`src/rtl/bp_mem_interleave_splitter.sv`:
```
// Steers memory commands to one of N channels by address and returns responses in command order.
// Only channel IDs of in-flight commands are stored; command and response data pass straight through.
module bp_mem_interleave_splitter #(
   parameter int unsigned num_channels_p       = 2,
   parameter int unsigned paddr_width_p        = 40,
   parameter int unsigned data_width_p         = 128,
   parameter int unsigned block_offset_width_p = 6,
   parameter int unsigned range_lsb_p          = 28,
   parameter int unsigned interleave_mode_p    = 1,
   parameter int unsigned max_outstanding_p    = 8,
   localparam int unsigned CntW = $clog2(max_outstanding_p + 1)
) (
   input  logic                                     clk_i,
   input  logic                                     reset_i,

   input  logic [paddr_width_p-1:0]                 cmd_addr_i,
   input  logic [data_width_p-1:0]                  cmd_data_i,
   input  logic                                     cmd_v_i,
   output logic                                     cmd_ready_o,

   output logic [num_channels_p*paddr_width_p-1:0]  cmd_addr_o,
   output logic [num_channels_p*data_width_p-1:0]   cmd_data_o,
   output logic [num_channels_p-1:0]                cmd_v_o,
   input  logic [num_channels_p-1:0]                cmd_ready_i,

   input  logic [num_channels_p*data_width_p-1:0]   resp_data_i,
   input  logic [num_channels_p-1:0]                resp_v_i,
   output logic [num_channels_p-1:0]                resp_yumi_o,

   output logic [data_width_p-1:0]                  resp_data_o,
   output logic                                     resp_v_o,
   input  logic                                     resp_yumi_i,

   output logic [CntW-1:0]                          outstanding_o
);

   localparam int unsigned SelW = (num_channels_p > 1) ? $clog2(num_channels_p) : 1;
   localparam int unsigned PtrW = (max_outstanding_p > 1) ? $clog2(max_outstanding_p) : 1;
   localparam logic [PtrW-1:0] PtrLast = PtrW'(max_outstanding_p - 1);
   localparam logic [CntW-1:0] CntMax  = CntW'(max_outstanding_p);

   logic [SelW-1:0] fifo_q [max_outstanding_p];
   logic [PtrW-1:0] wr_ptr_q, wr_ptr_d;
   logic [PtrW-1:0] rd_ptr_q, rd_ptr_d;
   logic [CntW-1:0] count_q, count_d;

   logic [SelW-1:0] sel;
   logic [SelW-1:0] head;
   logic            full;
   logic            empty;
   logic            push;
   logic            pop;

   // ---------------------------------------------------------------------------
   // Channel select
   // ---------------------------------------------------------------------------
   always_comb begin
      sel = '0;
      if (num_channels_p > 1) begin
         if (interleave_mode_p != 0) begin
            sel = cmd_addr_i[block_offset_width_p +: SelW];
         end else begin
            sel = cmd_addr_i[range_lsb_p +: SelW];
         end
      end
   end

   assign full  = (count_q == CntMax);
   assign empty = (count_q == '0);
   assign head  = fifo_q[rd_ptr_q];

   // ---------------------------------------------------------------------------
   // Command path: broadcast address/data, one-hot valid
   // ---------------------------------------------------------------------------
   for (genvar g = 0; g < num_channels_p; g++) begin : gen_bcast
      assign cmd_addr_o[g*paddr_width_p +: paddr_width_p] = cmd_addr_i;
      assign cmd_data_o[g*data_width_p  +: data_width_p]  = cmd_data_i;
   end

   always_comb begin
      cmd_v_o     = '0;
      cmd_ready_o = 1'b0;
      for (int c = 0; c < num_channels_p; c++) begin
         if (sel == SelW'(c)) begin
            cmd_v_o[c]  = cmd_v_i & ~full;
            cmd_ready_o = cmd_ready_i[c] & ~full;
         end
      end
   end

   // ---------------------------------------------------------------------------
   // Response path: only the FIFO head channel may be presented and consumed
   // ---------------------------------------------------------------------------
   always_comb begin
      resp_data_o = '0;
      resp_v_o    = 1'b0;
      resp_yumi_o = '0;
      for (int c = 0; c < num_channels_p; c++) begin
         if (head == SelW'(c)) begin
            resp_data_o    = resp_data_i[c*data_width_p +: data_width_p];
            resp_v_o       = ~empty & resp_v_i[c];
            resp_yumi_o[c] = ~empty & resp_yumi_i;
         end
      end
   end

   // Full uses the registered count only, so a same-cycle pop never opens a slot.
   assign push = cmd_v_i & cmd_ready_o;
   assign pop  = resp_yumi_i & resp_v_o;

   // ---------------------------------------------------------------------------
   // Tracking FIFO next state
   // ---------------------------------------------------------------------------
   always_comb begin
      wr_ptr_d = wr_ptr_q;
      rd_ptr_d = rd_ptr_q;
      count_d  = count_q;
      if (push) begin
         wr_ptr_d = (wr_ptr_q == PtrLast) ? '0 : wr_ptr_q + PtrW'(1);
      end
      if (pop) begin
         rd_ptr_d = (rd_ptr_q == PtrLast) ? '0 : rd_ptr_q + PtrW'(1);
      end
      unique case ({push, pop})
         2'b10:   count_d = count_q + CntW'(1);
         2'b01:   count_d = count_q - CntW'(1);
         default: count_d = count_q;
      endcase
   end

   always_ff @(posedge clk_i) begin
      if (reset_i) begin
         wr_ptr_q <= '0;
         rd_ptr_q <= '0;
         count_q  <= '0;
      end else begin
         wr_ptr_q <= wr_ptr_d;
         rd_ptr_q <= rd_ptr_d;
         count_q  <= count_d;
      end
   end

   // ID storage needs no reset: entries are only read while counted as occupied.
   always_ff @(posedge clk_i) begin
      if (push) begin
         fifo_q[wr_ptr_q] <= sel;
      end
   end

   assign outstanding_o = count_q;

   // ---------------------------------------------------------------------------
   // Protocol checks
   // ---------------------------------------------------------------------------
   logic [num_channels_p-1:0] has_entry;

   always_comb begin
      int unsigned slot;
      slot      = 0;
      has_entry = '0;
      for (int k = 0; k < max_outstanding_p; k++) begin
         slot = int'(rd_ptr_q) + k;
         if (slot >= max_outstanding_p) begin
            slot = slot - max_outstanding_p;
         end
         if (k < int'(count_q)) begin
            for (int c = 0; c < num_channels_p; c++) begin
               if (fifo_q[PtrW'(slot)] == SelW'(c)) begin
                  has_entry[c] = 1'b1;
               end
            end
         end
      end
   end

   yumi_without_valid_a : assert property (
      @(posedge clk_i) disable iff (reset_i) resp_yumi_i |-> resp_v_o);

   stray_response_a : assert property (
      @(posedge clk_i) disable iff (reset_i) (resp_v_i & ~has_entry) == '0);

endmodule

```
`config.mk`:
```
export PLATFORM = sky130hd
export DESIGN_NAME = bp_mem_interleave_splitter
export DESIGN_NICKNAME = d
export VERILOG_FILES = /design/src/rtl/bp_mem_interleave_splitter.sv
export SDC_FILE = /design/constraint.sdc
export NUM_CORES = 1
export LEC_CHECK = 0
export BUFFER_PORTS_ARGS = -buffer_cell sky130_fd_sc_hd__buf_2
export CAP_MARGIN = 5
export CORE_AREA = 2 2 358 360
export CTS_CLUSTER_SIZE = 10
export DETAILED_ROUTE_END_ITERATION = 10
export DIE_AREA = 0 0 360 362
export HOLD_SLACK_MARGIN = 0.03
export PLACE_DENSITY = 0.3
export SKIP_CTS_REPAIR_TIMING = 1
export SLEW_MARGIN = 20
export SYNTH_ARGS = -nofsm -noshare
export SYNTH_HDL_FRONTEND = slang
export SYNTH_SLANG_ARGS = --single-unit
```
`constraint.sdc`:
```
create_clock -name clk_i -period 3.3 [get_ports clk_i]
set_clock_uncertainty 0.15 [all_clocks]
set_input_delay 0.165 -clock clk_i [delete_from_list [all_inputs] [get_ports clk_i]]
set_output_delay 0.165 -clock clk_i [all_outputs]
set_load 0.05 [all_outputs]
```
==> impl_metrics.ini, run 1 <==
[outcome]
status = completed

[floorplanning]
start_util = 0.0418
die_h_microns = 362
pin_count = 906
core-area_sq_um = 127000
die_w_microns = 360
die-area_sq_um = 130000
rows = 131

[timing]
worstMarginPinSlew_ps = 530
rsz0062_at_grt = no
timing.hold.ws_ps = 122
slew_viol_final = 0
final_hold_viol_count = 0
timing.setup.tns_ps = 0
layout_setup_ws_ps = 116
clock.fmax_ghz = 0.314
fin_crit_sh = 0.965
max_slew_margin = 0.642
setup_violations = 0
period_minus_slack_ps = 3180

[clock_tree]
cts_tree = yes
cts.path.max_buffers = 2
path_clk_slew_ps = 60
cts_root_buffer = clkbuf_16
cts_num_sinks = 21
htree_levels = 1
numCtsBuffers = 3
insertion_delay_ps = 250

[route]
wire_per_inst_microns = 19.3
initialDrtViolationCount = 148
first_pass_iters = 4
drt_wl_total_microns = 44800
vias_per_cell = 1.86
drtAntennaViolNets = 0
drc = 0
vias = 4335

[placed_design]
gp_congestion = 0.782
dp_cells = 2308
dpl_cell_area_sq_um = 6770
dp_slack_ps = 212
portBuffers = 404
dp_hpwl_microns = 41500

[synth]
yosysWarningCount = 0
synth-seq-cells = 21
synth_top_area_share = 0.476
async_reset_ff_frac = 0
synth_ff_type = dfxtp_1
synth_cell_types = 39
synth_area_leader_cell = buf_4
synth_edf_count = 8
synthCells = 589
syn_area_sq_um = 5300
avgSynthCellArea_sq_um = 8.99
yosysSeqAreaShare = 0.0945
synth_nets = 1028
ys_top_cells_by_area = buf_4 48%, mux2_2 28%, dfxtp_1 4.9%

[cells_and_area]
area_growth_pct = 30.1
layout_common_cells = 404 x buf_2, 130 x mux2_2, 13 x dfxtp_1
drive_gt1_frac = 0.845
design_area_sq_um = 6890
layout.cells.non_filler = 2327
num-nets-final = 1090
final_common_cell = buf_2
final_util = 0.0544

[worst_hold_path]
hold_class = input pin to flip-flop

[global_routing]
grt_remaining_overflow = 0
grt_max_degree = 63
grt_pass1_wl_microns = 53900
grt_pass1_vias = 4613
grt_util_all_layers = 0.0651
antenna_found_initial = 10

[setup_path]
arrival_ps = 2870
cp_max_fo = 62
cp.required_ps = 2980
worstSetupEndpointType = output port
path_class = flip-flop to output port
start_kind = flip-flop

[power]
total_power_mw = 2.36
leakage_nw = 2.65
power_per_cell_area_nw_per_um2 = 343
vdd_ir_drop_max_mv = 0.177

[job]
maxCapViolCount = 0
## per-layer routing
metal	part of all wire	track usage
met4	0.025	0.0177
met3	0.15	0.0453
met1	0.51	0.0951
met5	0	0
met2	0.31	0.0707
## where the power goes
group / internal, mW / switching, mW / leakage [nW]
Combinational: 0.501 / 1.30 / 2.43
Sequential: 0.282 / 0.0202 / 0.178
Clock: 0.163 / 0.0979 / 0.0410
## synth_stat cells, drive strengths merged (2+ instances only)
master	number
buf	351
mux2	130
dfxtp	13
nor2	11
a21oi	9
edfxtp	8
ha	7
nand2	7
mux2i	6
nor3	6
nand2b	5
o21ai	4
inv	3
or3	3
xor2	3
clkbuf	2
mux4	2
nand3b	2
nor3b	2
or3b	2
## kinds of logic after synthesis
family                   Yosys count  synth area share
AO/OA/AOI/OAI                     17            0.0198
XOR/XNOR                           3           0.00496
adder cells (fa/ha/maj)            7            0.0165
buffers and inverters            356             0.513
flip-flops                        21            0.0945
multiplexers                     138             0.300
AND/OR/NAND/NOR                   47            0.0510
## final cells by class
cell class | count | area (sq um)
repair buffers | 410 | 2100
diodes | 15 | 37.5
well taps | 1662 | 2080
clock buffers | 3 | 75.1
fillers | 15067 | 120000
multi-input cells | 212 | 2080
inverters | 3 | 11.3
clock inverters | 1 | 5.00
flip-flops and latches | 21 | 500
## final timing paths
check                            startpoint  slack (ps)  cells past startpoint                to
worst max register to register    flip-flop         200                     11  outstanding_o[2]
worst min-delay path                reset_i         120                      2  outstanding_o[0]
worst min register to register  rd_ptr_q[1]         380                      2       rd_ptr_q[1]
worst max-delay path              flip-flop         120                      6   resp_data_o[51]
## critical path: stages (launching register included)
cell and delay [ps]:
dfxtp_1 360, mux4_1 610, mux2i_4 220, buf_12 240
buf_12 280, mux2_2 480, buf_2 250
No activity file was read; power rests on OpenSTA's default activity.
==> inputs of run 2 (changes only) <==
CTS_BUF_LIST = sky130_fd_sc_hd__clkbuf_16   (was default)
clock period = 3.35 ns   (was 3.3 ns; I/O delays follow)
==> impl_metrics.ini, run 2 (synthesis results as in run 1) <==
[outcome]
status = completed

[floorplanning]
start_util = 0.0418
die_w_microns = 360
pin_count = 906
die_h_microns = 362
die-area_sq_um = 130000
rows = 131
core-area_sq_um = 127000

[clock_tree]
cts.path.max_buffers = 2
numCtsBuffers = 3
htree_levels = 1
cts_root_buffer = clkbuf_16
insertion_delay_ps = 250
cts_tree = yes
path_clk_slew_ps = 60
cts_num_sinks = 21

[route]
wire_per_inst_microns = 17.4
vias = 4214
vias_per_cell = 1.82
first_pass_iters = 4
drc = 0
drt_wl_total_microns = 40300
initialDrtViolationCount = 120
drtAntennaViolNets = 0

[timing]
rsz0062_at_grt = no
period_minus_slack_ps = 3120
clock.fmax_ghz = 0.320
slew_viol_final = 0
final_hold_viol_count = 0
max_slew_margin = 0.472
fin_crit_sh = 0.932
worstMarginPinSlew_ps = 791
timing.setup.tns_ps = 0
layout_setup_ws_ps = 227
setup_violations = 0

[global_routing]
grt_pass1_vias = 4359
grt_remaining_overflow = 0
grt_pass1_wl_microns = 48800
grt_util_all_layers = 0.0582
grt_max_degree = 94
antenna_found_initial = 11

[cells_and_area]
num-nets-final = 1089
layout.cells.non_filler = 2313
final_common_cell = buf_2
layout_common_cells = 404 x buf_2, 130 x mux2_2, 13 x dfxtp_1
drive_gt1_frac = 0.844
area_growth_pct = 29.1

[setup_path]
arrival_ps = 2810
reg2reg_depth = 11
cp.required_ps = 3030
reg2reg_slack_ps = 330
path_class = flip-flop to output port
cp_max_fo = 93
worstSetupEndpointType = output port
start_kind = flip-flop
r2r_end = outstanding_o[2]

[placed_design]
dp_cells = 2307
portBuffers = 404
dp_slack_ps = 341
gp_congestion = 0.742
dp_hpwl_microns = 37100

[worst_hold_path]
hold_class = input pin to flip-flop
holdCritStartpoint = reset_i
hold_depth = 2
min_to = outstanding_o[1]

[power]
total_power_mw = 2.31
power_per_cell_area_nw_per_um2 = 338
leakage_nw = 2.64
vdd_ir_drop_max_mv = 0.154

[job]
maxCapViolCount = 0
-- run 2: cell types whose count changed in the layout (fill, tap and decap cells not counted) --
cell / before / now
buf_12: 3 / 2
diode_2: 15 / 2
-- run 2: layer usage --
metal	track usage	up-vias	share of wire
li1	-	1747	-
met1	0.0718	1797	0.42
met2	0.0689	632	0.34
met3	0.0581	34	0.23
met4	0.00931	4	0.014
met5	0.00555	-	0.0029
-- run 2: layout make-up --
class / count / area [sq um]
clock buffer: 3 / 75.1
sequential: 21 / 500
multi-input combinational: 212 / 2080
tap: 1662 / 2080
inverter: 3 / 11.3
antenna: 2 / 5.00
timing repair buffer: 409 / 2080
fill: 15103 / 120000
clock inverter: 1 / 5.00
-- run 2: how the worst max path moves through the flow --
stage	startpoint	to	slack, ps	depth (start not counted)
after floorplan	outstanding_o[1]	outstanding_o[2]	370	10
after global placement	flip-flop	outstanding_o[2]	240	11
after detailed placement	flip-flop	outstanding_o[3]	340	10
after CTS	flip-flop	resp_data_o[127]	210	6
after global routing	flip-flop	outstanding_o[3]	100	10
final	flip-flop	resp_data_o[112]	230	5
-- run 2: critical path: stages, from the launching register on --
cell,delay [ps]
dfxtp_1,350
mux4_1,610
mux2i_4,210
buf_12,280
mux2_2,300
buf_2,460
-- run 2: power breakdown --
part	total (mW)	leakage, nW	switching [mW]	internal [mW]
sequential	0.300	0.178	0.0221	0.278
clock	0.259	0.0409	0.0984	0.160
combinational	1.75	2.42	1.26	0.485
-- run 2: stage by stage --
stage	utilization	area, sq um	hold slack [ps]
after floorplan	-	5300	116
after global placement	0.0533	6750	185
after detailed placement	0.0533	6750	185
after CTS	0.0539	6830	131
after global routing	0.0540	6840	161
final	0.0540	6840	128
